$ cat config.mk
export PLATFORM = sky130hd
export DESIGN_NAME = fsm_stream_decoder
export DESIGN_NICKNAME = d
export VERILOG_FILES = /design/src/rtl/fsm_stream_decoder.sv
export SDC_FILE = /design/constraint.sdc
export NUM_CORES = 1
export LEC_CHECK = 0
export CORE_AREA = 3 3 68 70
export DETAILED_ROUTE_END_ITERATION = 6
export DIE_AREA = 0 0 71 73
export PLACE_DENSITY_LB_ADDON = 0.12
export SLEW_MARGIN = 20
export SYNTH_ARGS = -nofsm -noshare
export SYNTH_HDL_FRONTEND = slang
export SYNTH_SLANG_ARGS = --single-unit
$ cat constraint.sdc
create_clock -name clk -period 2.45 [get_ports clk]
set_input_delay 0.49 -clock clk [delete_from_list [all_inputs] [get_ports clk]]
set_output_delay 0.49 -clock clk [all_outputs]
set_load 0.05 [all_outputs]
$ cat src/rtl/fsm_stream_decoder.sv
// fsm_stream_decoder
//   Sink-side receiver for the 2-bit state-code stream of the 4-state safe
//   sequence generator (S0=01, S1=10, S2=11, S3=00). It shadows the generator
//   state, recovers the data bit behind each legal transition, packs the bits
//   into WORD_W-bit words (first bit in MSB) and flags illegal transitions.
// Ports:
//   clk, reset           rising-edge clock, async active-high reset
//   code_in, code_en     code stream and its sample enable
//   err_clr              synchronous clear of err_count (wins over increment)
//   bit_out, bit_valid   recovered bit + one-cycle strobe
//   word_out, word_valid assembled word + one-cycle strobe
//   locked               high while tracking the generator
//   err, err_count       illegal-transition strobe (locked only) + sat. count
module fsm_stream_decoder #(
  parameter int WORD_W   = 8,
  parameter int LOCK_RUN = 4,
  parameter int ERR_W    = 8
) (
  input  logic              clk,
  input  logic              reset,
  input  logic [1:0]        code_in,
  input  logic              code_en,
  input  logic              err_clr,
  output logic              bit_out,
  output logic              bit_valid,
  output logic [WORD_W-1:0] word_out,
  output logic              word_valid,
  output logic              locked,
  output logic              err,
  output logic [ERR_W-1:0]  err_count
);

  localparam int CNT_W = $clog2(WORD_W + 1);

  typedef enum logic {HUNT, LOCKED} state_t;

  state_t              r_state, w_state_n;
  logic [1:0]          r_prev, w_prev_n;
  logic [3:0]          r_run, w_run_n;
  logic [CNT_W-1:0]    r_bcnt, w_bcnt_n;
  logic [WORD_W-1:0]   r_shift, w_shift_n;
  logic                r_bit_out, w_bit_out_n;
  logic                r_bit_valid, w_bit_valid_n;
  logic [WORD_W-1:0]   r_word_out, w_word_out_n;
  logic                r_word_valid, w_word_valid_n;
  logic                r_err, w_err_n;
  logic [ERR_W-1:0]    r_err_cnt, w_err_cnt_n;

  // Transition decode of (r_prev -> code_in)
  logic       w_restart, w_legal, w_has_bit, w_bit;
  logic [3:0] w_run_inc;

  always_comb begin
    w_restart = (code_in == 2'b01);
    w_legal   = 1'b0;
    w_has_bit = 1'b0;
    w_bit     = 1'b0;
    if (!w_restart) begin
      case (r_prev)
        2'b01: w_legal = (code_in == 2'b10);
        2'b10: begin
          w_legal   = (code_in == 2'b10) || (code_in == 2'b11);
          w_has_bit = w_legal;
          w_bit     = (code_in == 2'b11);
        end
        2'b11: begin
          w_legal   = (code_in == 2'b10) || (code_in == 2'b00);
          w_has_bit = w_legal;
          w_bit     = (code_in == 2'b00);
        end
        default: begin // 2'b00
          w_legal   = (code_in == 2'b00) || (code_in == 2'b11);
          w_has_bit = w_legal;
          w_bit     = (code_in == 2'b11);
        end
      endcase
    end
  end

  assign w_run_inc = r_run + 4'd1;

  always_comb begin
    w_state_n      = r_state;
    w_prev_n       = r_prev;
    w_run_n        = r_run;
    w_bcnt_n       = r_bcnt;
    w_shift_n      = r_shift;
    w_bit_out_n    = r_bit_out;
    w_bit_valid_n  = 1'b0;
    w_word_out_n   = r_word_out;
    w_word_valid_n = 1'b0;
    w_err_n        = 1'b0;
    w_err_cnt_n    = r_err_cnt;
    if (code_en) begin
      w_prev_n = code_in;
      case (r_state)
        HUNT: begin
          // Keep the assembly path empty so LOCKED always starts on a fresh word.
          w_bcnt_n  = '0;
          w_shift_n = '0;
          if (w_restart) begin
            w_state_n = LOCKED;
            w_run_n   = '0;
          end else if (w_legal) begin
            if (w_run_inc == 4'(LOCK_RUN)) begin
              w_state_n = LOCKED;
              w_run_n   = '0;
            end else begin
              w_run_n = w_run_inc;
            end
          end else begin
            w_run_n = '0;
          end
        end
        default: begin // LOCKED
          if (w_restart) begin
            w_bcnt_n  = '0;
            w_shift_n = '0;
          end else if (w_has_bit) begin
            w_bit_valid_n = 1'b1;
            w_bit_out_n   = w_bit;
            w_shift_n     = {r_shift[WORD_W-2:0], w_bit};
            if (r_bcnt == CNT_W'(WORD_W - 1)) begin
              w_word_out_n   = w_shift_n;
              w_word_valid_n = 1'b1;
              w_bcnt_n       = '0;
            end else begin
              w_bcnt_n = r_bcnt + 1'b1;
            end
          end else if (!w_legal) begin
            w_err_n   = 1'b1;
            w_state_n = HUNT;
            w_run_n   = '0;
            w_bcnt_n  = '0;
            w_shift_n = '0;
            if (r_err_cnt != '1) w_err_cnt_n = r_err_cnt + 1'b1;
          end
          // legal 01->10 carries no bit: nothing to do
        end
      endcase
    end
    if (err_clr) w_err_cnt_n = '0;
  end

  always_ff @(posedge clk or posedge reset) begin
    if (reset) begin
      r_state      <= HUNT;
      r_prev       <= 2'b01;
      r_run        <= '0;
      r_bcnt       <= '0;
      r_shift      <= '0;
      r_bit_out    <= 1'b0;
      r_bit_valid  <= 1'b0;
      r_word_out   <= '0;
      r_word_valid <= 1'b0;
      r_err        <= 1'b0;
      r_err_cnt    <= '0;
    end else begin
      r_state      <= w_state_n;
      r_prev       <= w_prev_n;
      r_run        <= w_run_n;
      r_bcnt       <= w_bcnt_n;
      r_shift      <= w_shift_n;
      r_bit_out    <= w_bit_out_n;
      r_bit_valid  <= w_bit_valid_n;
      r_word_out   <= w_word_out_n;
      r_word_valid <= w_word_valid_n;
      r_err        <= w_err_n;
      r_err_cnt    <= w_err_cnt_n;
    end
  end

  assign bit_out    = r_bit_out;
  assign bit_valid  = r_bit_valid;
  assign word_out   = r_word_out;
  assign word_valid = r_word_valid;
  assign locked     = (r_state == LOCKED);
  assign err        = r_err;
  assign err_count  = r_err_cnt;

endmodule

After elaboration in Yosys (flattened, before gate mapping)
Cells that the tools add are included.

storage, ports and cells
  flip-flop bits (word level) = 38
  output and inout port bits = 21
  word-level logic and storage cells = 91
  bits of input ports = 6

operators by class
  muxes and demuxes = 48
  reductions and logical operators = 12
  equal/unequal tests = 16
  add/subtract/negate cells = 3
  bitwise gates (word level) = 1

operators with widths
  operator             count
  $mux 8               7
  $mux 4               11
  $mux 7               4
  $mux 1               23
  $ne 2x2->1 const B   6
  $add 4x1->4 const B  2
  $add 8x1->8 const B  1
  $eq 2x2->1 const B   4
  $eq 4x3->1 const B   2
  $ne 8x8->1 const B   1
  $reduce_and 4->1     2
  $pmux 1 s3           2
  $reduce_and 6->1     1
  $reduce_bool 2->1    3
  $reduce_and 5->1     1
  $eq 2x1->1 const B   2
  $ne 4x3->1 const B   1
  $logic_or 1x1->1     3
  $logic_not 2->1      1
  $pmux 1 s2           1
  $reduce_and 2->1     1
  $not 1->1            1

Longest topological paths before layout
Gate-level depths: netlist of run 1.

  word-level depth = 10
  depth in mapped cells = 7
  depth with buffers taken out = 6

Worst setup path after synthesis of run 1
OpenSTA, ideal clock, no wires.

  path type = input to register
  start = in code_in[1]
  end = reg r_word_out[2] (netlist: word_out[2])
  setup time = 0.128 ns
  data arrival time = 1.958 ns
  cell stages on the path = 7
  data required time = 2.322 ns
  slack = 0.364 ns
  buffers on the path = 1
  cell sequence = inv_1 ha_1 nand3b_2 a2111oi_4 nand2b_1 buf_2 mux2_1

between the ends
  longest elaborated chain between the ends = 5
  elaborated cells on any way between the ends = 11
  classes of those cells = 3 x eq/ne; 2 x mux; 1 x bitwise; 5 x reduce/logical

ends and longest elaborated chain
  item                                   RTL line    RTL
  start: declaration                     21          input logic [1:0] code_in,
  $eq 2x2->1 (tied with other cells)     62, 72
  $logic_or 1x1->1 (on tied branches)    72, 62, 67
  $pmux 1 s3                             59          case (r_prev)
  $mux 1                                 58          if (!w_restart) begin
  $reduce_and 5->1 (no source line) (*)  -
  end signal: assignment                 166         r_word_out <= w_word_out_n;
  end: declaration                       44          logic [WORD_W-1:0] r_word_out, w_word_out_n;

Mark *: on every way between the ends. The rest lies on a longest branch, timed or not.
A chain may end at the register's enable or synchronous reset.

Worst setup path after layout of run 1
  start = reg r_state (netlist: locked)
  end = out locked

RTL lines
  item                      RTL line  RTL
  start: declaration        37        state_t r_state, w_state_n;
  start signal: assignment  159       r_state <= w_state_n;
  end: declaration          28        output logic locked,

No word-level cell between the ends.

==> PnR_summary.wiki, run 1 <==
{| class="wikitable"
! Metric !! Value
|-
| Run status || completed
|-
| Core Box Area || 0.00403 mm²
|-
| Detailed router's first-iteration violation count || 58
|-
| Vias per std cell || 5.78
|-
| Overflow after GRT || 0
|-
| Setup repair after global routing missed its margin || false
|-
| ANT nets after route || 0
|-
| Post-Syn Nets || 202
|-
| Sequential area share after synthesis || 46.7%
|-
| Full die area || 0.00518 mm²
|-
| Post-Route WL || 4530 µm
|-
| Proportion of netlist area held by the largest area contributor || 45.4%
|-
| Number of antenna violations at the first check in global routing || 0
|-
| Number of rows created at floorplan || 23
|-
| Critical path start-end classification || flip-flop to output port
|-
| HPWL after detailed placement || 3280 µm
|-
| Hold Fails Final Rpt || 0
|-
| Reg-to-Reg End || word_out[2]
|-
| Iteration count of the initial detailed-routing pass || 4
|-
| Number of diodes added for antenna fixing || 0
|-
| Worst hold path type || flip-flop to flip-flop
|-
| Power density normalized to cell area || 553 mW/mm²
|-
| Final worst clock skew || 0.00318 ns
|-
| Critical Path End Type || output port
|-
| Library cell with the highest instance count after synthesis || dfrtp_1
|-
| Family with the most delay on the worst path || buffers and inverters
|-
| Final net count || 248
|-
| Asr flop ratio synth || 100%
|-
| Clock Root Buffer || clkbuf_8
|-
| Vias in the first global route || 1654
|-
| Most common library cells after synthesis || dfrtp_1, inv_1, a21oi_1, mux2_2, nand3_1
|-
| Dominant register cell in the synthesized netlist || dfrtp_1
|-
| Detail-routed net length per standard cell || 15.9 µm
|-
| Post-synthesis average cell area || 10.8 µm²
|-
| Later-pin clock latency in the skew report || 0.29 ns
|-
| I/O pin total || 27
|-
| Critical path launch point type || flip-flop
|-
| CP max stage delay || 0.87 ns
|-
| Setup violation total in the final timing report || 0
|-
| Setup TNS || 0 ns
|-
| Clock H-tree levels || 2
|-
| Final cell area excluding filler cells || 0.00266 mm²
|-
| Library cell occupying the most area in the post-synthesis netlist || dfrtp_1
|-
| Yosys cell types || 46
|-
| Total number of yosys warnings || 0
|-
| Setup WS pre-CTS || -0.337 ns
|-
| Clock tree from TritonCTS || yes
|-
| Post-layout util || 65.9%
|-
| #FFs+latches synth || 38
|-
| Count of cells along the worst register-to-register path || 7
|-
| Final critical-path setup slack || 0.238 ns
|-
| Fraction of layout cells with a size suffix above 1 || 26.4%
|-
| Number of synthesized flops with an enable pin || 0
|-
| Worst Hold Endpoint || word_out[4]
|-
| Period Utilization, post-route || 90.3%
|-
| Critical path data arrival time || 1.72 ns
|-
| Worst rel slew slack || 65.0%
|-
| Die outline height || 73 µm
|-
| Number of hold buffers added after CTS || 0
|-
| Pin count of the biggest net entering global routing || 39
|-
| Area Overhead vs Synth || 30.3%
|-
| Initial core utilization || 50.6%
|-
| Port bufs || 26
|-
| Number of buffers added by the clock tree synthesis step || 5
|-
| Max capacitance violation total || 0
|-
| CP Cell Sequence || clkdlybuf4s50_1
|-
| Max frequency || 0.452 GHz
|-
| Critical R2R Launch || r_prev[0]
|-
| Required @ worst endpoint || 1.96 ns
|-
| Synth area leaders || dfrtp_1, mux2_2, ha_1, o21ai_2, inv_1
|-
| Worst Hold Path Cells || 1
|-
| Clk pin slew, worst setup/hold paths || 0.08 ns
|-
| Die Width || 71 µm
|-
| Max stage delay cell, worst path || clkdlybuf4s50_1
|-
| Leakage power summed over all cells || 0.00119 µW
|-
| Critical path fanouts, max || 9
|-
| Number of sinks driven by the clock tree || 38
|-
| Worst Max-Slew Pin Slew || 0.523 ns
|-
| Drt drc || 0
|-
| Global-route wire length before repair || 7670 µm
|-
| Peak ir drop on the vdd network || 0.487 mV
|-
| Time the final worst path needs with I/O delays and setup || 2.21 ns
|-
| Setup slack, reg-to-reg || 0.32 ns
|-
| Min-delay src || word_out[4]
|-
| Number of buffers on the longest clock path || 2
|-
| Syn Inst Count || 188
|-
| Overall via count from detail_route || 1646
|-
| Total power after layout || 1470 µW
|-
| Total GRT Usage || 18.8%
|-
| Number of pins exceeding their max-slew limit in the final report || 0
|-
| Area of the mapped netlist || 0.00204 mm²
|-
| Buffers and inverters on the worst path || 1
|-
| Area after detailed placement || 0.00249 mm²
|-
| GP Congestion || 0.818
|}
==> power by group <==
| part | leakage (µW) | internal, µW | switching [µW] |
|---|---|---|---|
| Combinational | 0.000625 | 135 | 176 |
| Clock | 0.0000472 | 226 | 227 |
| Sequential | 0.000521 | 660 | 45.3 |
| Total | 0.00119 | 1020 | 448 |
==> final cells by class <==
class                   instances  area [µm²]
fillers                       337        1370
multi-input cells             124        1020
inverters                      17        63.8
repair buffers                 48         459
clock inverters                 2        12.5
clock buffers                   6        82.6
flip-flops and latches         38         952
well taps                      50        62.6
==> worst max-delay path by stage <==
stage | startpoint | to | slack [ns] | depth (start not counted)
finish | locked | locked | 0.24 | 1
global route | locked | locked | 0.18 | 1
CTS | code_in[0] | word_out[1] | 0.007 | 9
detailed placement | code_in[0] | r_run[1] | -0.34 | 7
global placement | code_in[1] | r_run[1] | -0.28 | 7
floorplan | code_in[1] | word_out[2] | 0.36 | 7
==> cells in the final DEF (no fill, tap or decap), types with 4 or more instances in the layout <==
| cell | netlist | routed |
|---|---|---|
| nor2_1 | 5 | 5 |
| nand3_1 | 10 | 10 |
| clkbuf_8 | 0 | 6 |
| o31ai_1 | 4 | 4 |
| nand2_1 | 9 | 9 |
| nand2b_1 | 6 | 6 |
| a21oi_1 | 10 | 9 |
| or4_1 | 4 | 4 |
| mux2_2 | 10 | 10 |
| nand4_1 | 8 | 8 |
| clkdlybuf4s50_1 | 0 | 24 |
| buf_4 | 0 | 19 |
| ha_1 | 8 | 6 |
| o21ai_0 | 6 | 6 |
| inv_1 | 17 | 16 |
| o21ai_2 | 9 | 9 |
| dfrtp_1 | 37 | 37 |
==> flip-flops by register name (all words and copies together) (netlist names) <==
name	flops
err_count	8
word_out	8
r_shift	7
r_bcnt	4
r_run	4
r_prev	2
bit_out	1
bit_valid	1
err	1
locked	1
word_valid	1
==> metrics by stage <==
step	hold WS, ns	instances
4_1_cts	0.512	284
3_3_place_gp	0.476	276
3_5_place_dp	0.495	276
6_report	0.509	285
5_1_grt	0.528	285
2_1_floorplan	0.472	188
==> layer usage <==
| layer | global-route usage [%] | part of all wire (%) | vias to the layer above | routed length [µm] |
|---|---|---|---|---|
| li1 | - | - | 778 | - |
| met1 | 22.9 | 43 | 826 | 1950 |
| met2 | 32.1 | 52 | 33 | 2350 |
| met3 | 4.68 | 3.5 | 9 | 160 |
| met4 | 7.10 | 1.7 | 0 | 78 |
| met5 | 0 | 0 | - | 0 |
==> kinds of logic after synthesis <==
logic type,count (synthesis),synth area share (%)
adders and majority gates,8,4.91
and+or+nand+nor,56,16.6
muxes,14,8.16
DFF,38,46.7
buffers and inverters,26,5.77
AOI/OAI and AO/OA,46,17.8
==> timing repair <==
action | CTS | global route
endpoints found under the setup margin | 7 | 27
gates resized for setup | 2 | 11
gates cloned | 0 | 0
pin swaps | 0 | 2
buffers inserted | 0 | 1
No activity file was read; power rests on OpenSTA's default activity.
==> inputs of run 2 (changes only) <==
Settings changed: CORE_AREA 3 3 68 70 to 3 3 69 71, DIE_AREA 0 0 71 73 to 0 0 72 74.
Clock period 2.45 ns to 2 ns, I/O delays scaled along.
==> run 2 against run 1 <==
Clock-buffer cell count stayed put. Setup slack worse by 0.18 ns. Clock power is 77% higher. Critical path type is now flip-flop to flip-flop.
==> PnR_summary.wiki, run 2 (synthesis results as in run 1) <==
{| class="wikitable"
! Metric !! Value
|-
| Clock H-tree levels || 2 (unchanged)
|-
| Die Width || 72 µm (+1.4%)
|-
| Pin count of the biggest net entering global routing || 39 (unchanged)
|-
| Global-route wire length before repair || 7470 µm (-2.6%)
|-
| GP Congestion || 0.882 (+7.7%)
|-
| Critical Path End Type || flip-flop
|-
| Number of buffers added by the clock tree synthesis step || 5 (unchanged)
|-
| Overall via count from detail_route || 1637 (-0.55%)
|-
| HPWL after detailed placement || 3020 µm (-8.0%)
|-
| I/O pin total || 27 (unchanged)
|-
| Area Overhead vs Synth || 35.9%
|-
| Filler instances || 338 (+0.30%)
|-
| Port bufs || 26 (unchanged)
|-
| Min-delay src || code_in[0]
|-
| Footprint of the flip-flops and latches || 956 µm² (+0.39%)
|-
| Worst Max-Slew Pin Slew || 0.515 ns (-0.00778 ns)
|-
| Initial core utilization || 47.5% (-3.1 points)
|-
| Non-filler cells in the finished layout || 295 (+3.5%)
|-
| Iteration count of the initial detailed-routing pass || 4 (unchanged)
|-
| Number of antenna violations at the first check in global routing || 0 (unchanged)
|-
| Hold Fails Final Rpt || 0 (unchanged)
|-
| Critical path launch point type || flip-flop
|-
| Drt drc || 0 (unchanged)
|-
| Total GRT Usage || 17.8% (-1.0 points)
|-
| Clock tree from TritonCTS || yes
|-
| Detail-routed net length per standard cell || 15.1 µm (-4.9%)
|-
| Time the final worst path needs with I/O delays and setup || 1.95 ns
|-
| Critical path data arrival time || 2.11 ns (+0.39 ns)
|-
| Number of rows created at floorplan || 24 (+4.3%)
|-
| Clock Root Buffer || clkbuf_8
|-
| Count of cells along the worst register-to-register path || 7 (unchanged)
|-
| Critical path start-end classification || flip-flop to flip-flop
|-
| Setup slack, reg-to-reg || 0.05 ns (-0.27 ns)
|-
| Peak ir drop on the vdd network || 0.519 mV (+6.5%)
|-
| Multi-input gate area || 0.00106 mm² (+3.7%)
|-
| Final net count || 256 (+3.2%)
|-
| Critical R2R Launch || r_prev[0]
|-
| Full die area || 0.00533 mm² (+2.8%)
|-
| Leakage power summed over all cells || 0.00125 µW (+5.2%)
|-
| Area after detailed placement || 0.00248 mm² (-0.50%)
|-
| Final cell area excluding filler cells || 0.00277 mm² (+4.3%)
|-
| Core Box Area || 0.00429 mm² (+6.6%)
|-
| Most common cell after layout, fill and taps aside || dfrtp_1
|-
| Final worst clock skew || 0.00574 ns (+0.00256 ns)
|-
| Max frequency || 0.514 GHz
|-
| Fraction of layout cells with a size suffix above 1 || 33.3% (+7.0 points)
|-
| Worst Hold Endpoint || r_prev[0]
|-
| Number of diodes added for antenna fixing || 0 (unchanged)
|-
| Worst hold path type || primary input to flip-flop
|-
| Required @ worst endpoint || 2.16 ns (+0.20 ns)
|-
| Number of pins exceeding their max-slew limit in the final report || 0 (unchanged)
|-
| Max capacitance violation total || 0 (unchanged)
|-
| Die outline height || 74 µm (+1.4%)
|-
| Overflow after GRT || 0 (unchanged)
|-
| Vias per std cell || 5.55 (-3.9%)
|-
| Reg-to-Reg End || err_count[2]
|-
| Setup violation total in the final timing report || 0 (unchanged)
|-
| Number of hold buffers added after CTS || 0 (unchanged)
|-
| Commonest cells after routing, fill and taps aside || dfrtp_1, buf_4, clkdlybuf4s50_1
|-
| Worst Hold Path Cells || 3 (+2)
|-
| Vias in the first global route || 1587 (-4.1%)
|-
| Power density normalized to cell area || 748 mW/mm² (+35%)
|-
| Number of buffers on the longest clock path || 2 (unchanged)
|-
| Run status || completed
|-
| Detailed router's first-iteration violation count || 95 (+64%)
|-
| Later-pin clock latency in the skew report || 0.28 ns (about the same)
|-
| Clk pin slew, worst setup/hold paths || 0.08 ns (about the same)
|-
| Worst rel slew slack || 65.6% (+0.52 points)
|-
| Critical path fanouts, max || 6 (-3)
|-
| Post-Route WL || 4460 µm (-1.6%)
|-
| Instance count after placement with tap cells included || 280 (+1.4%)
|-
| Period Utilization, post-route || 97.3%
|-
| ANT nets after route || 0 (unchanged)
|-
| Number of sinks driven by the clock tree || 38 (unchanged)
|}
run 2: cell count changes in the layout (fill, tap and decap cells not counted), moves of 2 or more:
cell and delta:
clkbuf_2 +2, buf_4 +8, buf_12 -2, bufinv_16 +2
dfrtp_1 -3, buf_6 +4, clkdlybuf4s50_1 -4, dfrtp_2 +3
run 2: worst max-delay path by stage:
stage / start / to / slack, ns / cells after the start
after floorplan: code_in[1] / word_out[2] / 0.004 / 7
after CTS: code_in[0] / r_bcnt[3] / 0.01 / 8
after global placement: code_in[0] / r_run[0] / -0.63 / 7
final: r_prev[0] / err_count[2] / 0.05 / 7
after global routing: r_prev[1] / word_out[2] / -0.0002 / 7
after detailed placement: code_in[0] / r_run[0] / -0.78 / 7
run 2: timing repair:
| action | 4_1_cts | 5_1_grt |
|---|---|---|
| pin swaps | 6 | 5 |
| setup endpoints to repair | 33 | 27 |
| buffers inserted | 5 | 1 |
| gates resized for setup | 20 | 7 |
| cloned | 0 | 1 |
run 2: worst max-delay path: stages (launching register included):
cell     delay (ns)
dfstp_2        0.39
buf_4          0.15
buf_4          0.17
a311o_1        0.40
buf_4          0.15
buf_4          0.15
nand3_1        0.08
mux2_2         0.34
run 2: where the power goes:
group	switching (µW)	leakage, µW	total [µW]	internal [µW]
Combinational	229	0.000666	412	182
Clock	269	0.0000714	801	532
Sequential	49.4	0.000517	859	810
Total	548	0.00125	2070	1520
run 2: final cells by class:
class / instances / share of cell area (%)
Clock buffer: 6 / 2.98
Clock inverter: 2 / 2.17
Inverter: 17 / 2.30
Multi-Input combinational cell: 125 / 38.3
Sequential cell: 38 / 34.5
Tap cell: 52 / 2.35
Timing Repair Buffer: 55 / 17.4
run 2: per-stage QoR:
step	setup WS, ns	util, %	hold slack, ns	total power [µW]	setup TNS (ns)
global route	-0.000187	64.5	0.505	2170	-0.000187
CTS	0.00986	63.9	0.506	2080	0
detailed placement	-0.778	57.7	0.489	1240	-19.10
global placement	-0.633	57.7	0.475	1220	-16.48
floorplan	0.00431	-	0.472	1100	0
finish	0.0547	64.5	0.500	2070	0
run 2: metal layers:
layer | global-route usage (%) | vias to the layer above | share of wire (%)
li1 | - | 797 | -
met1 | 23.6 | 795 | 45
met3 | 3.65 | 5 | 4.2
met4 | 6.05 | 0 | 1.0
met2 | 29.2 | 40 | 50
met5 | 0 | - | 0
==> inputs of run 3 (changes only) <==
Settings changed: CORE_AREA 3 3 69 71 to 3 3 72 74, DIE_AREA 0 0 72 74 to 0 0 75 77.
==> run 3 against run 2 <==
Clock-buffer cell count fell by 1. Final cell count is the same. Via count fell by 2.3%. Highest routed layer unchanged. Non-clock buffer count decreased by 1. Wire length grew 2.1%.
==> PnR_summary.wiki, run 3 (synthesis results as in run 1) <==
{| class="wikitable"
! Metric !! Value
|-
| HPWL after detailed placement || 3110 µm (+3.0%)
|-
| Number of antenna violations at the first check in global routing || 0 (unchanged)
|-
| Fraction of layout cells with a size suffix above 1 || 31.5% (-1.8 points)
|-
| Number of pins exceeding their max-slew limit in the final report || 0 (unchanged)
|-
| Iteration count of the initial detailed-routing pass || 4 (unchanged)
|-
| Internal power || 1500 µW (-1.9%)
|-
| Clock tree from TritonCTS || yes
|-
| Critical path data arrival time || 1.53 ns (-0.58 ns)
|-
| Critical path fanouts, max || 4 (-2)
|-
| Drt drc || 0 (unchanged)
|-
| Post-Route WL || 4550 µm (+2.1%)
|-
| Reg power frac || 41.6% (about the same)
|-
| Total net switching power || 564 µW (+2.9%)
|-
| Period Utilization, post-route || 96.5% (-0.75 points)
|-
| Filler instances || 392 (+16%)
|-
| Non-filler cells in the finished layout || 295 (unchanged)
|-
| Min-delay src || code_in[1]
|-
| CP max stage delay || 0.83 ns (+0.43 ns)
|-
| Post-layout util || 59.0% (-5.5 points)
|-
| Port bufs || 26 (unchanged)
|-
| Vias in the first global route || 1648 (+3.8%)
|-
| Full die area || 0.00578 mm² (+8.4%)
|-
| Area Overhead vs Synth || 35.0%
|-
| Number of hold buffers added after CTS || 0 (unchanged)
|-
| Required @ worst endpoint || 1.60 ns (-0.56 ns)
|-
| Initial core utilization || 43.7% (-3.7 points)
|-
| Footprint of the flip-flops and latches || 956 µm² (unchanged)
|-
| Clock Root Buffer || clkbuf_8
|-
| Number of diodes added for antenna fixing || 0 (unchanged)
|-
| Overall via count from detail_route || 1600 (-2.3%)
|-
| Core Box Area || 0.00466 mm² (+8.5%)
|-
| Die Width || 75 µm (+4.2%)
|-
| Setup slack, reg-to-reg || 0.10 ns (+0.05 ns)
|-
| Number of buffers added by the clock tree synthesis step || 5 (unchanged)
|-
| Final net count || 254 (-0.78%)
|-
| Max capacitance violation total || 0 (unchanged)
|-
| Sw Ratio || 27.4% (+0.94 points)
|-
| Max stage delay cell, worst path || clkdlybuf4s50_1
|-
| Vias per std cell || 5.42 (-2.3%)
|-
| Family with the most delay on the worst path || buffers and inverters
|-
| Hold Worst Slack || 0.461 ns (-0.0392 ns)
|-
| ANT nets after route || 0 (unchanged)
|-
| Run status || completed
|-
| Power density normalized to cell area || 749 mW/mm² (about the same)
|-
| Clock power frac || 38.1% (-0.6 points)
|-
| Setup repair after global routing missed its margin || false
|-
| Area after detailed placement || 0.00247 mm² (-0.20%)
|-
| Logic pwr share || 20.2% (+0.3 points)
|-
| Count of cells along the worst register-to-register path || 6 (-1)
|-
| Worst setup path end || err_count[1]
|-
| Number of buffers on the longest clock path || 2 (unchanged)
|-
| Global-route wire length before repair || 7870 µm (+5.4%)
|-
| Detailed router's first-iteration violation count || 73 (-23%)
|-
| Setup violation total in the final timing report || 0 (unchanged)
|-
| Peak ir drop on the vdd network || 0.391 mV (-25%)
|-
| Critical Path End Type || output port
|-
| Total GRT Usage || 17.6% (-0.16 points)
|-
| Buffers and inverters on the worst path || 1 (-3)
|-
| Cell depth of the worst setup path || 1 (-6)
|-
| Max frequency || 0.518 GHz (+0.78%)
|-
| Time the final worst path needs with I/O delays and setup || 1.93 ns (-0.0150 ns)
|-
| Detail-routed net length per standard cell || 15.4 µm (+2.1%)
|-
| Clock H-tree levels || 2 (unchanged)
|-
| Number of sinks driven by the clock tree || 38 (unchanged)
|-
| Worst Hold Path Cells || 2 (-1)
|-
| Later-pin clock latency in the skew report || 0.30 ns (+0.02 ns)
|-
| Critical R2R Launch || r_prev[1]
|-
| Startpoint of the worst setup timing path || err_count[1]
|-
| I/O pin total || 27 (unchanged)
|-
| GP Congestion || 0.814 (-7.7%)
|-
| Worst rel slew slack || 66.1% (+0.52 points)
|-
| Reg-to-Reg End || r_bcnt[3]
|-
| CP Cell Sequence || clkdlybuf4s50_1
|-
| Worst Max-Slew Pin Slew || 0.507 ns (-0.00785 ns)
|-
| Leakage power summed over all cells || 0.00124 µW (-1.5%)
|-
| Number of rows created at floorplan || 25 (+4.2%)
|-
| Critical path start-end classification || flip-flop to output port
|-
| Clk pin slew, worst setup/hold paths || 0.08 ns (about the same)
|-
| Die outline height || 77 µm (+4.1%)
|-
| Critical path launch point type || flip-flop
|-
| Worst hold path type || primary input to flip-flop
|-
| Final cell area excluding filler cells || 0.00275 mm² (-0.68%)
|-
| Final worst clock skew || 0.00984 ns (+0.00410 ns)
|-
| Overflow after GRT || 0 (unchanged)
|-
| Hold Fails Final Rpt || 0 (unchanged)
|-
| Instance count after placement with tap cells included || 279 (-0.36%)
|-
| Pin count of the biggest net entering global routing || 39 (unchanged)
|-
| Most common cell after layout, fill and taps aside || dfrtp_1
|-
| Multi-input gate area || 0.00103 mm² (-3.1%)
|-
| Commonest cells after routing, fill and taps aside || dfrtp_1, buf_4, clkdlybuf4s50_1
|}
-- run 3: power groups by stage --
| stage | clock network, µW | registers [µW] | logic [µW] |
|---|---|---|---|
| 2_1_floorplan | 0 | 911 | 193 |
| 3_3_place_gp | 0 | 870 | 352 |
| 3_5_place_dp | 0 | 874 | 363 |
| 4_1_cts | 804 | 857 | 414 |
| 5_1_grt | 840 | 863 | 449 |
| 6_report | 785 | 858 | 417 |
-- run 3: metal layers --
layer	part of all wire (%)	vias to the layer above	track usage [%]
li1	-	789	-
met1	47	772	24.7
met2	47	32	26.5
met3	4.4	7	3.93
met4	1.4	0	5.87
met5	0	-	0
-- run 3: area by class of cell --
type                    instances  area share (%)
clock buffers                   5            2.50
clock inverters                 3            2.50
inverters                      17            2.32
multi-input cells             124            37.4
flip-flops and latches         38            34.7
well taps                      54            2.46
repair buffers                 54            18.1
-- run 3: stage by stage --
step	setup slack (ns)	TNS (ns)	power, µW
floorplan	0.00431	0	1100
global placement	-0.523	-15.85	1220
detailed placement	-0.632	-17.83	1240
CTS	-0.00267	-0.00267	2080
global route	0.0260	0	2150
finish	0.0697	0	2060
-- run 3: worst min-delay path by stage --
stage                  end  slack (ns)
4_1_cts          r_prev[1]        0.44
6_report         r_prev[1]        0.46
2_1_floorplan    r_bcnt[2]        0.47
3_3_place_gp   word_out[2]        0.47
3_5_place_dp   word_out[6]        0.49
5_1_grt          r_prev[1]        0.47
-- run 3: timing repair --
item | 4_1_cts | 5_1_grt
endpoints found under the setup margin | 32 | 12
gates resized for setup | 23 | 1
pin swaps | 7 | 2
buffers inserted | 8 | 0
gates cloned | 1 | 0
